**config.mk**
```make
export PLATFORM = sky130hd
export DESIGN_NAME = parallel_to_serial_tx_flat
export DESIGN_NICKNAME = d
export VERILOG_FILES = /design/src/rtl/parallel_to_serial_tx_if.sv /design/src/rtl/parallel_to_serial_tx.sv /design/src/flat_wrapper.sv
export SDC_FILE = /design/constraint.sdc
export NUM_CORES = 1
export LEC_CHECK = 0
export CORE_MARGIN = 1
export CORE_UTILIZATION = 53
export CTS_BUF_LIST = sky130_fd_sc_hd__clkbuf_16
export DETAILED_ROUTE_END_ITERATION = 12
export GPL_ROUTABILITY_DRIVEN = 0
export MAX_ROUTING_LAYER = met4
export PLACE_DENSITY = 0.79
export SYNTH_ARGS = -nofsm -noshare
export SYNTH_HDL_FRONTEND = slang
export SYNTH_SLANG_ARGS = --single-unit
```
**constraint.sdc**
```tcl
create_clock -name clk -period 3.3 [get_ports clk]
set_input_delay 0.66 -clock clk [delete_from_list [all_inputs] [get_ports clk]]
set_output_delay 0.66 -clock clk [all_outputs]
set_load 0.005 [all_outputs]
```
**src/rtl/parallel_to_serial_tx_if.sv**
```systemverilog
// Handshake and serial-line bundle for parallel_to_serial_tx.
// master: frame source / line observer; slave: the transmitter.
//   enable     bit-rate qualifier
//   framesize  frame length in bits (sampled on accept)
//   load       start-of-frame request
//   parallel   word to send, bit framesize-1 first
//   ready      transmitter idle, load may be accepted
//   serial     serial data (1 when not shifting)
//   serial_oe  pad output enable for serial
//   busy       frame in progress (SHIFT or DONE)
//   complete   one-cycle end-of-frame pulse
interface parallel_to_serial_tx_if #(
    parameter int WIDTH = 8
);
    logic             enable;
    logic [WIDTH-1:0] framesize;
    logic             load;
    logic [WIDTH-1:0] parallel;
    logic             ready;
    logic             serial;
    logic             serial_oe;
    logic             busy;
    logic             complete;

    modport master (
        output enable,
        output framesize,
        output load,
        output parallel,
        input  ready,
        input  serial,
        input  serial_oe,
        input  busy,
        input  complete
    );

    modport slave (
        input  enable,
        input  framesize,
        input  load,
        input  parallel,
        output ready,
        output serial,
        output serial_oe,
        output busy,
        output complete
    );
endinterface

```
**src/rtl/parallel_to_serial_tx.sv**
```systemverilog
// Parallel-to-serial transmitter: sends the low framesize bits of a
// word, MSB of the frame first, with a pad output enable per bit.
//   clk  clock, rising edge
//   rst  asynchronous active-high reset
//   bus  parallel_to_serial_tx_if.slave (handshake + serial line)
module parallel_to_serial_tx #(
    parameter int WIDTH = 8
) (
    input logic                   clk,
    input logic                   rst,
    parallel_to_serial_tx_if.slave bus
);

    localparam int CW = (WIDTH > 1) ? $clog2(WIDTH) : 1;
    localparam logic [WIDTH-1:0] WMAX = WIDTH[WIDTH-1:0];
    localparam logic [WIDTH-1:0] ONE  = {{(WIDTH-1){1'b0}}, 1'b1};

    typedef enum logic [1:0] {
        IDLE  = 2'd0,
        SHIFT = 2'd1,
        DONE  = 2'd2
    } state_t;

    state_t state;
    state_t state_nx;

    logic [WIDTH-1:0] shreg;
    logic [WIDTH-1:0] fsz_r;
    logic [WIDTH-1:0] count;

    logic [WIDTH-1:0] fsz_in;
    logic [WIDTH-1:0] last_idx;
    logic             accept;
    logic             last_bit;
    logic             step;

    // Oversized frames are clamped so the counter can never wrap.
    always_comb begin
        fsz_in = bus.framesize;
        if (bus.framesize > WMAX) begin
            fsz_in = WMAX;
        end
    end

    assign accept   = (state == IDLE) && bus.load && bus.enable;
    assign step     = (state == SHIFT) && bus.enable;
    // Only meaningful in SHIFT, where fsz_r >= 1.
    assign last_idx = fsz_r - ONE;
    assign last_bit = (count == last_idx);

    // State register
    always_ff @(posedge clk or posedge rst) begin
        if (rst) begin
            state <= IDLE;
        end else begin
            state <= state_nx;
        end
    end

    // Next-state logic
    always_comb begin
        state_nx = state;
        unique case (state)
            IDLE: begin
                if (accept) begin
                    // An empty frame skips straight to the
                    // completion pulse without driving the line.
                    if (fsz_in == '0) begin
                        state_nx = DONE;
                    end else begin
                        state_nx = SHIFT;
                    end
                end
            end
            SHIFT: begin
                if (step && last_bit) begin
                    state_nx = DONE;
                end
            end
            DONE: begin
                state_nx = IDLE;
            end
            default: begin
                state_nx = IDLE;
            end
        endcase
    end

    // Datapath: capture on accept, advance one bit per
    // enabled edge. The final bit leaves shreg untouched.
    always_ff @(posedge clk or posedge rst) begin
        if (rst) begin
            shreg <= '0;
            fsz_r <= '0;
            count <= '0;
        end else if (accept) begin
            shreg <= bus.parallel;
            fsz_r <= fsz_in;
            count <= '0;
        end else if (step && !last_bit) begin
            count <= count + ONE;
            shreg <= shreg << 1;
        end
    end

    // Outputs are decoded from registered state only.
    always_comb begin
        bus.ready     = 1'b0;
        bus.busy      = 1'b0;
        bus.complete  = 1'b0;
        bus.serial_oe = 1'b0;
        bus.serial    = 1'b1;
        unique case (state)
            IDLE: begin
                bus.ready = 1'b1;
            end
            SHIFT: begin
                bus.busy      = 1'b1;
                bus.serial_oe = 1'b1;
                bus.serial    = shreg[last_idx[CW-1:0]];
            end
            DONE: begin
                bus.busy     = 1'b1;
                bus.complete = 1'b1;
            end
            default: begin
                bus.ready = 1'b0;
            end
        endcase
    end

endmodule
```
**src/flat_wrapper.sv**
```systemverilog
// flat-port wrapper written by rule: the top's interface ports become plain ports
module parallel_to_serial_tx_flat 
#(
    parameter int WIDTH = 8
)
  (clk, rst, bus_enable, bus_framesize, bus_load, bus_parallel, bus_ready, bus_serial, bus_serial_oe, bus_busy, bus_complete);
  parallel_to_serial_tx_if #(.WIDTH(WIDTH)) bus_i ();
  input logic clk;
  input logic rst;
  input wire logic [$bits(bus_i.enable)-1:0] bus_enable;
  input wire logic [$bits(bus_i.framesize)-1:0] bus_framesize;
  input wire logic [$bits(bus_i.load)-1:0] bus_load;
  input wire logic [$bits(bus_i.parallel)-1:0] bus_parallel;
  output wire logic [$bits(bus_i.ready)-1:0] bus_ready;
  output wire logic [$bits(bus_i.serial)-1:0] bus_serial;
  output wire logic [$bits(bus_i.serial_oe)-1:0] bus_serial_oe;
  output wire logic [$bits(bus_i.busy)-1:0] bus_busy;
  output wire logic [$bits(bus_i.complete)-1:0] bus_complete;
  assign bus_i.enable = bus_enable;
  assign bus_i.framesize = bus_framesize;
  assign bus_i.load = bus_load;
  assign bus_i.parallel = bus_parallel;
  assign bus_ready = bus_i.ready;
  assign bus_serial = bus_i.serial;
  assign bus_serial_oe = bus_i.serial_oe;
  assign bus_busy = bus_i.busy;
  assign bus_complete = bus_i.complete;
  parallel_to_serial_tx #(.WIDTH(WIDTH)) u_core (.clk(clk), .rst(rst), .bus(bus_i));
endmodule
```
==> impl_metrics.py <==
metrics = {
    "timing": {
        "worst_pin_slew_ps": 972,
        "period_share": 0.889,
        "finClkSkew_ps": 5.07,
        "setup_viol_count_final": 0,
        "rsz0062_at_grt": "no",
        "fin_tns_setup_ps": 0,
        "max_slew_margin": 0.351,
        "min_period_ps": 2930,
        "hold_viol": 0,
        "timing.hold.ws_ps": 526,
        "maxSlewViolCount": 0,
        "fmax_mhz": 341,
    },
    "worst_setup_path": {
        "required_ps": 2640,
        "path_max_fanout": 8,
        "crit_path_cell_trace": "inv_1 > ha_1 > mux4_2 > mux2i_1 > nand2_1 > clkdlybuf4s50_1",
        "start_kind": "flop",
        "arrival_ps": 2270,
        "critPathKind": "flop to output pin",
        "r2r_cells": 8,
        "cp_slowest_cell": "dfrtp_1",
        "cpPeakStageDelay_ps": 530,
        "worstSetupEndpointType": "output pin",
    },
    "clock_network": {
        "cts_sinks": 26,
        "cts.htree.levels": 1,
        "cts_made_buffers": 3,
        "clock_latency_ps": 260,
        "cts_tree": "done",
        "clk_pin_slew_ps": 60,
        "postCtsHoldBufs": 0,
        "ctsResizeCount": 0,
        "clk_path_buf_depth": 2,
        "cts_setup_buffers": 0,
        "cts-root-buf": "clkbuf_16",
    },
    "synth": {
        "ys_seq_area_frac": 0.399,
        "async_flop_share": 1.00,
        "yosysTopAreaCell": "dfrtp_1",
        "ys_top_cells_by_area": "dfrtp_1 (40%), a221o_1 (4.3%), ha_1 (3.8%), and2_1 (3.5%), nand2_1 (3.2%)",
        "synth_seq_cells": 26,
        "synth.avg_cell_area_um2": 9.77,
        "synth_cells": 167,
        "synth_cell_types": 46,
        "synth-main-ff-cell": "dfrtp_1",
        "synthTopCellsByCount": "dfrtp_1 (26), nand2_1 (14), and2_1 (9)",
        "synth_top_area_share": 0.399,
        "ys_warn_count": 0,
        "synth_area_mm2": 0.00163,
        "synth.net_count": 192,
        "synth_edf_count": 0,
        "synth_most_common_cell": "dfrtp_1",
    },
    "grt": {
        "antenna_found_initial": 0,
        "grt_pass1_vias": 1451,
        "grt_pass1_wl_um": 6600,
        "overflow": 0,
        "grt_max_degree": 27,
        "grt_usage": 0.267,
    },
    "layout": {
        "multi_input_area_um2": 911,
        "n_fill_cell": 225,
        "area_growth_pct": 19.5,
        "drive_gt1_frac": 0.0585,
        "antenna_cells": 0,
        "finalNetCount": 214,
        "seq_area_um2": 651,
    },
    "place": {
        "portBuffers": 24,
        "dpl.hpwl_um": 2880,
    },
    "detailed_routing": {
        "dr.pass1.iters": 8,
        "routed_via_density": 6.59,
        "drcViolationCount": 1,
        "vias": 1444,
        "first_iter_violations": 88,
        "routedWlPerCell_um": 17.2,
        "wirelength_um": 3780,
        "ant_nets": 0,
    },
    "run": {
        "drv_cap": 0,
    },
    "pwr": {
        "ir_worst_vdd_uv": 440,
        "finalPower_w": 0.00138,
        "pwr_density_cell_mw_per_mm2": 709,
        "p_leak_nw": 0.816,
    },
    "run_status": {
        "violations": "design-rule violations",
        "outcome": "finished with violations",
    },
    "die": {
        "pin_count": 25,
        "die_x_um": 57.5,
        "core_mm2": 0.00283,
        "start_util": 0.577,
        "dieArea_mm2": 0.00330,
        "dieHeight_um": 57.5,
        "row_count": 19,
    },
    "worst_hold_path": {
        "whs_path_depth": 1,
        "hp-class": "flop to flop",
    },
}
## power breakdown
part           leakage [nW]  total [W]  internal [W]  switching (W)
registers             0.333   0.000517      0.000408       0.000109
clock network        0.0385   0.000263      0.000162       0.000101
logic                 0.444   0.000602      0.000309       0.000293
total                 0.816    0.00138      0.000879       0.000503
## logic make-up after synthesis
group / synth area share
XOR/XNOR: 0.0537
AND/OR/NAND/NOR: 0.240
adder cells (fa/ha/maj): 0.0383
AO/OA/AOI/OAI: 0.179
multiplexers: 0.0468
flip-flops: 0.399
buffers and inverters: 0.0429
## flip-flops by register name, indices dropped and copies added, names as in the netlist
signal / flops
u_core.count: 8
u_core.fsz_r: 8
u_core.shreg: 8
u_core.state: 2
## area by class of cell
cell class	instances	share of cell area
Multi-Input combinational cell	127	0.467
Sequential cell	26	0.334
Timing Repair Buffer	25	0.127
Clock buffer	3	0.0385
Tap cell	31	0.0199
Inverter	6	0.0116
Clock inverter	1	0.00193
## stage by stage
step / instance area, um2 / util / setup slack (ps) / instances
2_1_floorplan: 1630 / - / 919 / 167
3_3_place_gp: 1870 / 0.661 / 703 / 215
3_5_place_dp: 1870 / 0.661 / 583 / 215
4_1_cts: 1950 / 0.689 / 351 / 219
5_1_grt: 1950 / 0.689 / 239 / 219
6_report: 1950 / 0.689 / 367 / 219
## per-layer routing
layer  vias up  global-route usage  part of all wire
li1        665                   -                 -
met1       704               0.326              0.43
met2        65               0.458              0.51
met3        10              0.0227             0.047
met4         0               0.101             0.019
met5         -                   -                 0
## worst max-delay path, delay by kind of cell, from the launching register on
kind          cells  cell delay (ps)
buf+inv           2              570
flops             1              530
mux               2              460
fa+ha+maj         1              370
simple gates      1               80
## worst paths after layout
| path | startpoint | slack (ps) | end |
|---|---|---|---|
| max | u_core.fsz_r[0] | 370 | bus_serial |
| min | u_core.shreg[7] | 530 | u_core.shreg[7] |
| max reg2reg | u_core.fsz_r[0] | 540 | u_core.shreg[5] |
| min reg2reg | u_core.shreg[7] | 530 | u_core.shreg[7] |
| max in group asynchronous | rst | 1760 | u_core.fsz_r[4] |
| min in group asynchronous | rst | 940 | u_core.fsz_r[6] |
## placed cells by master, fill, tap and decap left out, types with 2 or more instances in the layout
cell             count
a211oi_1             2
a21oi_1              7
a221o_1              7
a22o_1               2
and2_1               9
and3_1               2
clkbuf_16            3
clkdlybuf4s50_1     24
dfrtp_1             26
ha_1                 5
inv_1                6
mux2i_1              2
mux4_2               2
nand2_1             14
nand2b_1             5
nand3_1              7
nand4_1              3
nor2_1               7
nor2b_1              4
nor3_1               3
o211ai_1             3
o21ai_0              6
o22ai_1              2
o31ai_1              3
o41ai_1              2
or3_1                2
or4_1                4
xnor2_1              5
xor2_1               5
Note: power is estimated with default switching activity, not from simulation.
